--- config.mk ---
export PLATFORM = sky130hd
export DESIGN_NAME = vp_validation_queue
export DESIGN_NICKNAME = d
export VERILOG_FILES = /design/src/rtl/vp_pkg.sv /design/src/rtl/vp_valq_mem.sv /design/src/rtl/vp_validation_queue.sv
export SDC_FILE = /design/constraint.sdc
export NUM_CORES = 2
export LEC_CHECK = 0
export CAP_MARGIN = 20
export CORE_AREA = 2 2 358 360
export DETAILED_ROUTE_END_ITERATION = 10
export DIE_AREA = 0 0 360 362
export PLACE_DENSITY_LB_ADDON = 0.15
export REMOVE_ABC_BUFFERS = 1
export SETUP_SLACK_MARGIN = 0.15
export SYNTH_ARGS = -nofsm -noshare
export SYNTH_HDL_FRONTEND = slang
export SYNTH_HIERARCHICAL = 1
export SYNTH_SLANG_ARGS = --single-unit
--- constraint.sdc ---
create_clock -name clk_i -period 9.9 [get_ports clk_i]
set_clock_uncertainty 0.1 [all_clocks]
set_input_delay 1.485 -clock clk_i [delete_from_list [all_inputs] [get_ports clk_i]]
set_output_delay 1.485 -clock clk_i [all_outputs]
set_load 0.02 [all_outputs]
--- src/rtl/vp_pkg.sv ---
// Shared types for the value-prediction validation queue.
package vp_pkg;

  typedef logic [31:1] pc_t;
  typedef logic [31:0] value_t;

  typedef struct packed {
    pc_t    pc;
    value_t result;
    logic   conf;
    logic   en;
  } vq_entry_t;

endpackage

--- src/rtl/vp_valq_mem.sv ---
// Entry storage for the validation queue: two write ports, two asynchronous read ports.
// No reset: occupancy is tracked entirely by the pointer logic in the parent.
module vp_valq_mem
  import vp_pkg::*;
#(
  parameter int unsigned P_DEPTH = 16,
  localparam int unsigned AW = $clog2(P_DEPTH)
) (
  input  logic          clk_i,
  input  logic          we0,
  input  logic [AW-1:0] waddr0,
  input  vq_entry_t     wdata0,
  input  logic          we1,
  input  logic [AW-1:0] waddr1,
  input  vq_entry_t     wdata1,
  input  logic [AW-1:0] raddr0,
  output vq_entry_t     rdata0,
  input  logic [AW-1:0] raddr1,
  output vq_entry_t     rdata1
);

  vq_entry_t mem_q [P_DEPTH];

  // Parent guarantees the two write addresses differ whenever both enables are set.
  always_ff @(posedge clk_i) begin
    if (we0) mem_q[waddr0] <= wdata0;
    if (we1) mem_q[waddr1] <= wdata1;
  end

  assign rdata0 = mem_q[raddr0];
  assign rdata1 = mem_q[raddr1];

endmodule

--- src/rtl/vp_validation_queue.sv ---
// In-order validation queue pairing value predictions with writeback results.
// Optional statistics counters are enabled by defining VP_VALQ_STATS_EN.
module vp_validation_queue
  import vp_pkg::*;
#(
  parameter int unsigned P_DEPTH     = 16,
  parameter int unsigned P_CNT_WIDTH = 32
) (
  input  logic             clk_i,
  input  logic             rst_ni,
  input  logic [1:0][31:1] pred_pc_e1_i,
  input  logic [1:0][31:0] pred_result_e1_i,
  input  logic [1:0]       pred_conf_e1_i,
  input  logic [1:0]       pred_valid_e1_i,
  input  logic [1:0]       pred_en_e1_i,
  input  logic [1:0][31:1] wb_pc_i,
  input  logic [1:0][31:0] wb_actual_i,
  input  logic [1:0]       wb_valid_i,
  input  logic             flush_i,
  output logic [1:0][31:1] fb_pc_o,
  output logic [1:0][31:0] fb_actual_o,
  output logic [1:0]       fb_mispredict_o,
  output logic [1:0]       fb_conf_o,
  output logic [1:0]       fb_used_o,
  output logic [1:0]       fb_valid_o,
  output logic             full_o,
  output logic             drop_o,
  output logic             resync_o
`ifdef VP_VALQ_STATS_EN
  ,
  output logic [P_CNT_WIDTH-1:0] stat_mispred_o,
  output logic [P_CNT_WIDTH-1:0] stat_drop_o
`endif
);

  localparam int unsigned AW = $clog2(P_DEPTH);
  localparam int unsigned CW = AW + 1;

  if (P_DEPTH < 4 || (P_DEPTH & (P_DEPTH - 1)) != 0 || P_CNT_WIDTH < 2) begin : g_bad_param
    $error("vp_validation_queue: P_DEPTH must be a power of two >= 4, P_CNT_WIDTH >= 2");
  end

  logic [AW-1:0] head_q, tail_q, head_d, tail_d;
  logic [CW-1:0] count_q, count_d;
  logic          full_q;

  logic [1:0]    n_enq, n_acc, n_deq;
  logic [CW-1:0] free_cnt;
  logic          enq_ok;
  logic          pop0, pop1, hit0, hit1;
  logic          we0, we1;
  vq_entry_t     wdata0, wdata1, rdata0, rdata1;
  logic [AW-1:0] raddr1;

  // Enqueue: admission is judged against occupancy before this cycle's retire.
  assign n_enq    = {1'b0, pred_valid_e1_i[0]} + {1'b0, pred_valid_e1_i[1]};
  assign free_cnt = CW'(P_DEPTH) - count_q;
  assign enq_ok   = free_cnt >= CW'(n_enq);
  assign n_acc    = (enq_ok && !flush_i) ? n_enq : 2'd0;
  assign drop_o   = !flush_i && !enq_ok;

  assign we0    = n_acc != 2'd0;
  assign we1    = n_acc == 2'd2;
  assign wdata0 = pred_valid_e1_i[0]
                ? '{pc: pred_pc_e1_i[0], result: pred_result_e1_i[0],
                    conf: pred_conf_e1_i[0], en: pred_en_e1_i[0]}
                : '{pc: pred_pc_e1_i[1], result: pred_result_e1_i[1],
                    conf: pred_conf_e1_i[1], en: pred_en_e1_i[1]};
  assign wdata1 = '{pc: pred_pc_e1_i[1], result: pred_result_e1_i[1],
                    conf: pred_conf_e1_i[1], en: pred_en_e1_i[1]};

  // Retire: lane 1 looks past the head only when lane 0 actually consumed it.
  assign pop0   = wb_valid_i[0] && (count_q != '0);
  assign pop1   = wb_valid_i[1] && (count_q > CW'(pop0));
  assign raddr1 = head_q + AW'(pop0);
  assign hit0   = rdata0.pc == wb_pc_i[0];
  assign hit1   = rdata1.pc == wb_pc_i[1];
  assign n_deq  = {1'b0, pop0} + {1'b0, pop1};

  vp_valq_mem #(.P_DEPTH(P_DEPTH)) u_mem (
    .clk_i  (clk_i),
    .we0    (we0),
    .waddr0 (tail_q),
    .wdata0 (wdata0),
    .we1    (we1),
    .waddr1 (tail_q + AW'(1)),
    .wdata1 (wdata1),
    .raddr0 (head_q),
    .rdata0 (rdata0),
    .raddr1 (raddr1),
    .rdata1 (rdata1)
  );

  always_comb begin
    head_d  = head_q + AW'(n_deq);
    tail_d  = tail_q + AW'(n_acc);
    count_d = count_q + CW'(n_acc) - CW'(n_deq);
    if (flush_i) begin
      head_d  = '0;
      tail_d  = '0;
      count_d = '0;
    end
  end

  always_ff @(posedge clk_i or negedge rst_ni) begin
    if (!rst_ni) begin
      head_q  <= '0;
      tail_q  <= '0;
      count_q <= '0;
      full_q  <= 1'b0;
    end else begin
      head_q  <= head_d;
      tail_q  <= tail_d;
      count_q <= count_d;
      full_q  <= (CW'(P_DEPTH) - count_d) < CW'(2);
    end
  end

  // Stage p1: registered feedback, one cycle after the writeback cycle.
  logic [1:0][31:1] fb_pc_p1;
  logic [1:0][31:0] fb_actual_p1;
  logic [1:0]       fb_mis_p1, fb_conf_p1, fb_used_p1, fb_valid_p1;
  logic             resync_p1;

  always_ff @(posedge clk_i or negedge rst_ni) begin
    if (!rst_ni) begin
      fb_pc_p1     <= '0;
      fb_actual_p1 <= '0;
      fb_mis_p1    <= '0;
      fb_conf_p1   <= '0;
      fb_used_p1   <= '0;
      fb_valid_p1  <= '0;
      resync_p1    <= 1'b0;
    end else begin
      fb_pc_p1     <= {rdata1.pc, rdata0.pc};
      fb_actual_p1 <= wb_actual_i;
      fb_conf_p1   <= {rdata1.conf, rdata0.conf};
      fb_used_p1   <= {rdata1.en, rdata0.en};
      fb_valid_p1  <= flush_i ? 2'b00 : {pop1 && hit1, pop0 && hit0};
      fb_mis_p1    <= flush_i ? 2'b00
                    : {pop1 && hit1 && (wb_actual_i[1] != rdata1.result),
                       pop0 && hit0 && (wb_actual_i[0] != rdata0.result)};
      resync_p1    <= !flush_i && ((pop0 && !hit0) || (pop1 && !hit1));
    end
  end

  assign fb_pc_o         = fb_pc_p1;
  assign fb_actual_o     = fb_actual_p1;
  assign fb_mispredict_o = fb_mis_p1;
  assign fb_conf_o       = fb_conf_p1;
  assign fb_used_o       = fb_used_p1;
  assign fb_valid_o      = fb_valid_p1;
  assign full_o          = full_q;
  assign resync_o        = resync_p1;

`ifdef VP_VALQ_STATS_EN
  function automatic logic [P_CNT_WIDTH-1:0] sat_add(input logic [P_CNT_WIDTH-1:0] a,
                                                     input logic [1:0] b);
    logic [P_CNT_WIDTH:0] s;
    s = {1'b0, a} + (P_CNT_WIDTH + 1)'(b);
    return s[P_CNT_WIDTH] ? '1 : s[P_CNT_WIDTH-1:0];
  endfunction

  logic [P_CNT_WIDTH-1:0] stat_mispred_q, stat_drop_q;
  logic [1:0]             n_mis;

  // Counts mispredict bits as they are presented on the feedback outputs.
  assign n_mis = {1'b0, fb_valid_p1[0] & fb_mis_p1[0]} + {1'b0, fb_valid_p1[1] & fb_mis_p1[1]};

  always_ff @(posedge clk_i or negedge rst_ni) begin
    if (!rst_ni) begin
      stat_mispred_q <= '0;
      stat_drop_q    <= '0;
    end else begin
      stat_mispred_q <= sat_add(stat_mispred_q, n_mis);
      stat_drop_q    <= sat_add(stat_drop_q, {1'b0, drop_o});
    end
  end

  assign stat_mispred_o = stat_mispred_q;
  assign stat_drop_o    = stat_drop_q;
`endif

endmodule

== Word level (Yosys, flattened, before mapping) ==
Memories as Yosys holds them, arrays and structs flattened.
Index checks and enable logic that the tools add are counted.
Cells by class
  reductions and logical operators: 18
  equal/unequal tests: 5
  $lt $le $gt $ge: 3
  multiplexer cells: 11
  add/sub/neg operators: 10
Operator list (count)
  65-bit 2-to-1 mux: 1
  32-bit inequality test: 2
  31-bit == test: 2
  1-bit logical AND: 11
  5-bit subtractor, first input constant: 2
  4-bit by 2-bit adder with 4-bit output: 2
  4-bit 2-to-1 mux: 2
  2-bit 2-to-1 mux: 3
  5-bit by 2-bit adder with 5-bit output: 1
  5-bit by 2-bit greater-or-equal comparator with 1-bit output: 1
  5-bit by 1-bit greater-than comparator with 1-bit output: 1
  5-bit by 2-bit less-than comparator with 1-bit output, second input constant: 1
  5-bit 2-to-1 mux: 1
  5-bit nonzero test: 1
  5-bit by 2-bit subtractor with 5-bit output: 1
  1-bit by 1-bit adder with 2-bit output: 2
  4-bit by 1-bit adder with 4-bit output: 1
  4-bit by 1-bit adder with 4-bit output, second input constant: 1
  1-bit zero test: 4
  1-bit 2-to-1 mux: 4
  2-bit == test, second input constant: 1
  2-bit nonzero test: 1
  1-bit logical OR: 1
Storage, ports and cells
  memories kept: 1
  bits in writable memories: 1040
  flip-flop bits (word level): 149
  output and inout port bits: 137
  input bits: 263
  logic and storage cells: 61
Memories
  u_mem.mem_q: depth 16, bits a word 65, rd ports 2, clocked after Yosys merged registers in 0, wr ports 2, RTL line vp_valq_mem.sv:22  | vq_entry_t mem_q [P_DEPTH];

== Logic depth before layout (Yosys ltp) ==
  word-level depth: 9
  depth in mapped cells: 21
  gate-level depth less buffers: 21

== Hierarchy ==
Netlist, hierarchy kept.
Modules (own cells, without submodules)
  vp_valq_mem: cells an instance 3460, sequential area each 31230.0 µm², area each 59747.3 µm², times used 1
  vp_validation_queue: cells an instance 504, sequential area each 3728.6 µm², area each 6706.4 µm², times used 1

== Worst setup path after synthesis ==
No wires, ideal clock.
  path kind: input to register
  from: input port pred_valid_e1_i[0]
  to: memory u_mem/mem_q[2][0] (netlist bit) (enable)
  buffers on the path: 0
  arrival: 7731 ps
  data required time: 9222 ps
  stages on the path: 9
  library setup time: 578 ps
  slack: 1492 ps
  cell sequence: ha_1 -> ha_1 -> nand2b_1 -> a21oi_1 -> a31oi_1 -> nand2_1 -> nand2_1 -> or3b_2 -> o21ai_0
RTL lines
  start, declared: RTL line vp_validation_queue.sv:14  | input logic [1:0] pred_valid_e1_i,
  end, declared: RTL line vp_valq_mem.sv:22

==> run summary <==
## CTS
• built — CTS tree
• 4 — CTS H-Tree Depth
• 3 — Max Root-Sink Buffers
• 135 — cts bufs inserted
• 1,189 — clock sink count
• 0 — buffers inserted during post-CTS setup optimization
• clkbuf_16 — clock root buffer
• 60 ps — clock transition at the registers of the reported paths
• 780 ps — Clk Latency, worst-skew pair
• 0 — number of gates resized after cts
• 0 — Hold Buf Count CTS

## Final layout
• 76,200 sq um — cell area after layout
• 4,453 — fin nets
• 0.432 — share of layout cells above drive strength 1
• 9,504 — number of fill cells in the layout
• 0.602 — share of the core filled with cells
• 14.7% — Synth-to-Final Area Change

## Min path
• in -> async — Worst Hold Class

## Drt
• 0 — DRC
• 6.91 — per-cell via count in the routed design
• 36.1 microns — Routed wire per std cell
• 0 — antenna-violating nets left
• 4,899 — number of DRC markers in iteration 0
• 6 — iteration count of the initial detailed-routing pass
• 41,100 — via count
• 215,000 microns — wire length after detailed routing

## Pwr
• 244 nW/um^2 — cell area power density
• 0.410 — combinational cell fraction of total power
• 0.324 — part of the power in registers
• 298 uV — maximum ir drop on the vdd rail
• 6290 uW — switching component of the power
• 18,600 uW — overall power of the completed layout
• 0.266 — share of total power in the clock network
• 0.0250 uW — Leakage Power
• 12,300 uW — internal portion of total power
• 0.339 — net switching fraction of the power

## Worst setup path
• 5 — total buffers and inverters traversed by the critical path
• 20 — worst-case reg-to-reg path depth
• buf_4 — CP dominant cell by count
• simple AND/OR/NAND/NOR gates — cell type group with the largest total delay on the critical path
• 3320 ps — worst setup slack for register-to-register paths
• count_q[0]$_DFF_PN0_ — launching point of the worst reg2reg path
• clkdlybuf4s50_1, nand2b_1, inv_2, and2_1, nand3_1, xnor2_1, nor2b_4, buf_4, buf_4, a22oi_1, nand2_1, xnor2_1, nand4_1, nor4_1, buf_4, nand4_1, a2111oi_1 — cell-by-cell listing of the critical path
• register — capturing element type of the critical path
• nor4_1 — Worst path slowest cell
• 10,460 ps — Required @ worst endpoint
• fb_mispredict_o[1]$_DFF_PN0_ — Crit Reg-Reg Endpoint
• in -> reg — WS Path Type
• 7210 ps — CP Data Arrival Time
• 37 — Worst Path Max Fanout
• 840 ps — Largest stage delay, worst path
• wb_valid_i[0] — source of the critical timing path
• input pin — kind of start point of the critical path

## Floorplan
• 0.524 — starting density of the core
• 131 — Rows
• 400 — number of placed I/O pins
• 362 microns — y dimension of the die
• 360 microns — overall die width
• 130,000 sq um — area of the die
• 127,000 sq um — area of the core

## Placed design
• 120,000 microns — HPWL after detailed placement
• 399 — number of buffers added on ports
• 71,900 sq um — DP Area
• 0.810 — weighted congestion reported at the end of routability-driven placement

## Global route
• 0 — remaining global-route overflow
• 305,000 microns — global-route wire length before repair
• 41,900 — via count of the first global-routing pass
• 99 — maximum number of pins on one net before global-route repair
• 0.329 — overall routing resource usage
• 7 — initial antenna violation count

## STA
• 1190 ps — slew at the pin closest to its max-slew limit
• 0 — Slew Viols, Final
• false — unrepaired setup endpoints after global routing
• 0.205 — relative slew slack
• 6660 ps — Final min period
• 0.673 — final period utilization
• 0 — number of failing setup endpoints in the final timing report
• 0 — count of final hold-check violations
• 0 ps — Setup TNS
• 582 ps — worst hold margin
• 150 MHz — f_max

## Outcome
• finished, final reports clean — status

## Yosys
• 46 — number of library cell types mapped by synthesis
• edfxtp_1 (1,040), mux2_2 (884), mux4_2 (520) — cell types with the highest counts after synthesis
• 0.125 — share of flip-flops with an asynchronous set or reset
• 6 — Yosys warnings
• 0.526 — proportion of synthesized chip area in sequential cells
• 16.8 sq um — synthesized area divided by synthesized cell count
• 0.470 — Yosys top cell area share
• edfxtp_1 — most common cell in the synthesized netlist
• edfxtp_1 — cell accounting for the most synthesized area
• 1,040 — Post-synth EDFFs
• 1,189 — flip-flop and latch count after synthesis
• 3,964 — post-synthesis instance total
• edfxtp_1 — dominant synthesized flop cell
• 66,500 sq um — total standard cell area after synthesis
• edfxtp_1 (47%), mux4_2 (18%), mux2_2 (15%) — cell types with the largest area share after synthesis

## Job
• 0 — Max Cap Viol

[layout make-up]
class / instances / area [sq um] / area share
sequential: 1189 / 35000 / 0.459
antenna: 5 / 12.5 / 0.000164
clock inverter: 50 / 440 / 0.00578
tap: 1662 / 2080 / 0.0273
inverter: 19 / 71.3 / 0.000935
timing repair buffer: 488 / 4920 / 0.0646
clock buffer: 199 / 3870 / 0.0507
multi-input combinational: 2333 / 29900 / 0.392
[power groups by stage]
stage | clock [uW] | sequential (uW) | combinational, uW
2_1_floorplan | 0 | 6540 | 6500
6_report | 4950 | 6010 | 7620
4_1_cts | 5000 | 6020 | 7620
3_5_place_dp | 0 | 6120 | 7590
3_3_place_gp | 0 | 6110 | 7540
5_1_grt | 5190 | 6050 | 8010
[worst register-to-register path, stage by stage, from the launching register on]
cell       delay [ps]
dfrtp_1           390
inv_1             110
ha_1              230
and2_1            140
ha_1              170
nand2b_1          310
inv_2             170
and2_1            220
nand3_1           120
xnor2_1           530
nor2b_4           240
buf_4             570
buf_4             740
a22oi_1           220
nand2_1           130
xnor2_1           170
nand4_1           330
nor4_1            840
buf_4             240
nand4_1           160
a2111oi_1         340
[flip-flops by register name, indices dropped and copies added (netlist names)]
signal	count
count_q	5
fb_actual_o	64
fb_conf_o	2
fb_mispredict_o	2
fb_pc_o	62
fb_used_o	2
fb_valid_o	2
full_o	1
head_q	4
resync_o	1
tail_q	4
u_mem/mem_q	1040
[how the worst max path moves through the flow]
stage | endpoint | slack [ps] | depth (start not counted)
final | fb_mispredict_o[1]$_DFF_PN0_ | 3240 | 17
after detailed placement | fb_mispredict_o[1]$_DFF_PN0_ | 2620 | 17
after global placement | fb_mispredict_o[1]$_DFF_PN0_ | 2560 | 16
after global routing | fb_mispredict_o[1]$_DFF_PN0_ | 3020 | 20
after floorplan | fb_mispredict_o[1]$_DFF_PN0_ | -48190 | 9
after CTS | fb_mispredict_o[1]$_DFF_PN0_ | 3410 | 17
[metrics by stage]
step	instances	worst slack, ps
after floorplan	3541	-48190
after global routing	5942	3020
after global placement	5687	2560
after detailed placement	5689	2620
after CTS	5938	3410
final	5945	3240
[per-layer routing]
layer / GRT usage / wire [microns] / vias to the layer above
met4: 0.123 / 8210 / 0
met1: 0.434 / 80800 / 21600
met2: 0.537 / 104000 / 2473
li1: - / - / 16600
met3: 0.0702 / 21500 / 439
met5: 0 / 0 / -
[logic make-up (layout without fill, tap and decap cells)]
family,count (synthesis),in the layout,synth area share
AO/OA/AOI/OAI,291,291,0.0324
XOR/XNOR,139,139,0.0183
adder cells (fa/ha/maj),24,24,0.00497
buffers and inverters,442,756,0.0303
flip-flops,1189,1189,0.526
multiplexers,1625,1625,0.370
other,0,5,0
AND/OR/NAND/NOR,254,254,0.0178
[cell usage in the layout (no fill, tap or decap), drive strengths merged, types with 4 or more instances in the layout]
master	netlist	final
nand4	29	29
buf	195	90
nor2	25	25
nor2b	12	12
clkinv	0	34
and2	4	4
clkdlybuf4s50	0	397
o21ai	6	6
nand3	8	8
xor2	26	26
bufinv	0	6
nand3b	5	5
mux2	1105	1105
o22ai	9	9
fa	4	4
nand2	136	136
mux4	520	520
edfxtp	1040	1040
inv	19	26
dfrtp	149	149
nand2b	13	13
diode	0	5
xnor2	113	113
ha	20	20
clkbuf	228	200
a22oi	260	260
a21oi	7	7
nor4	12	12
(Power assumes the default switching activity.)
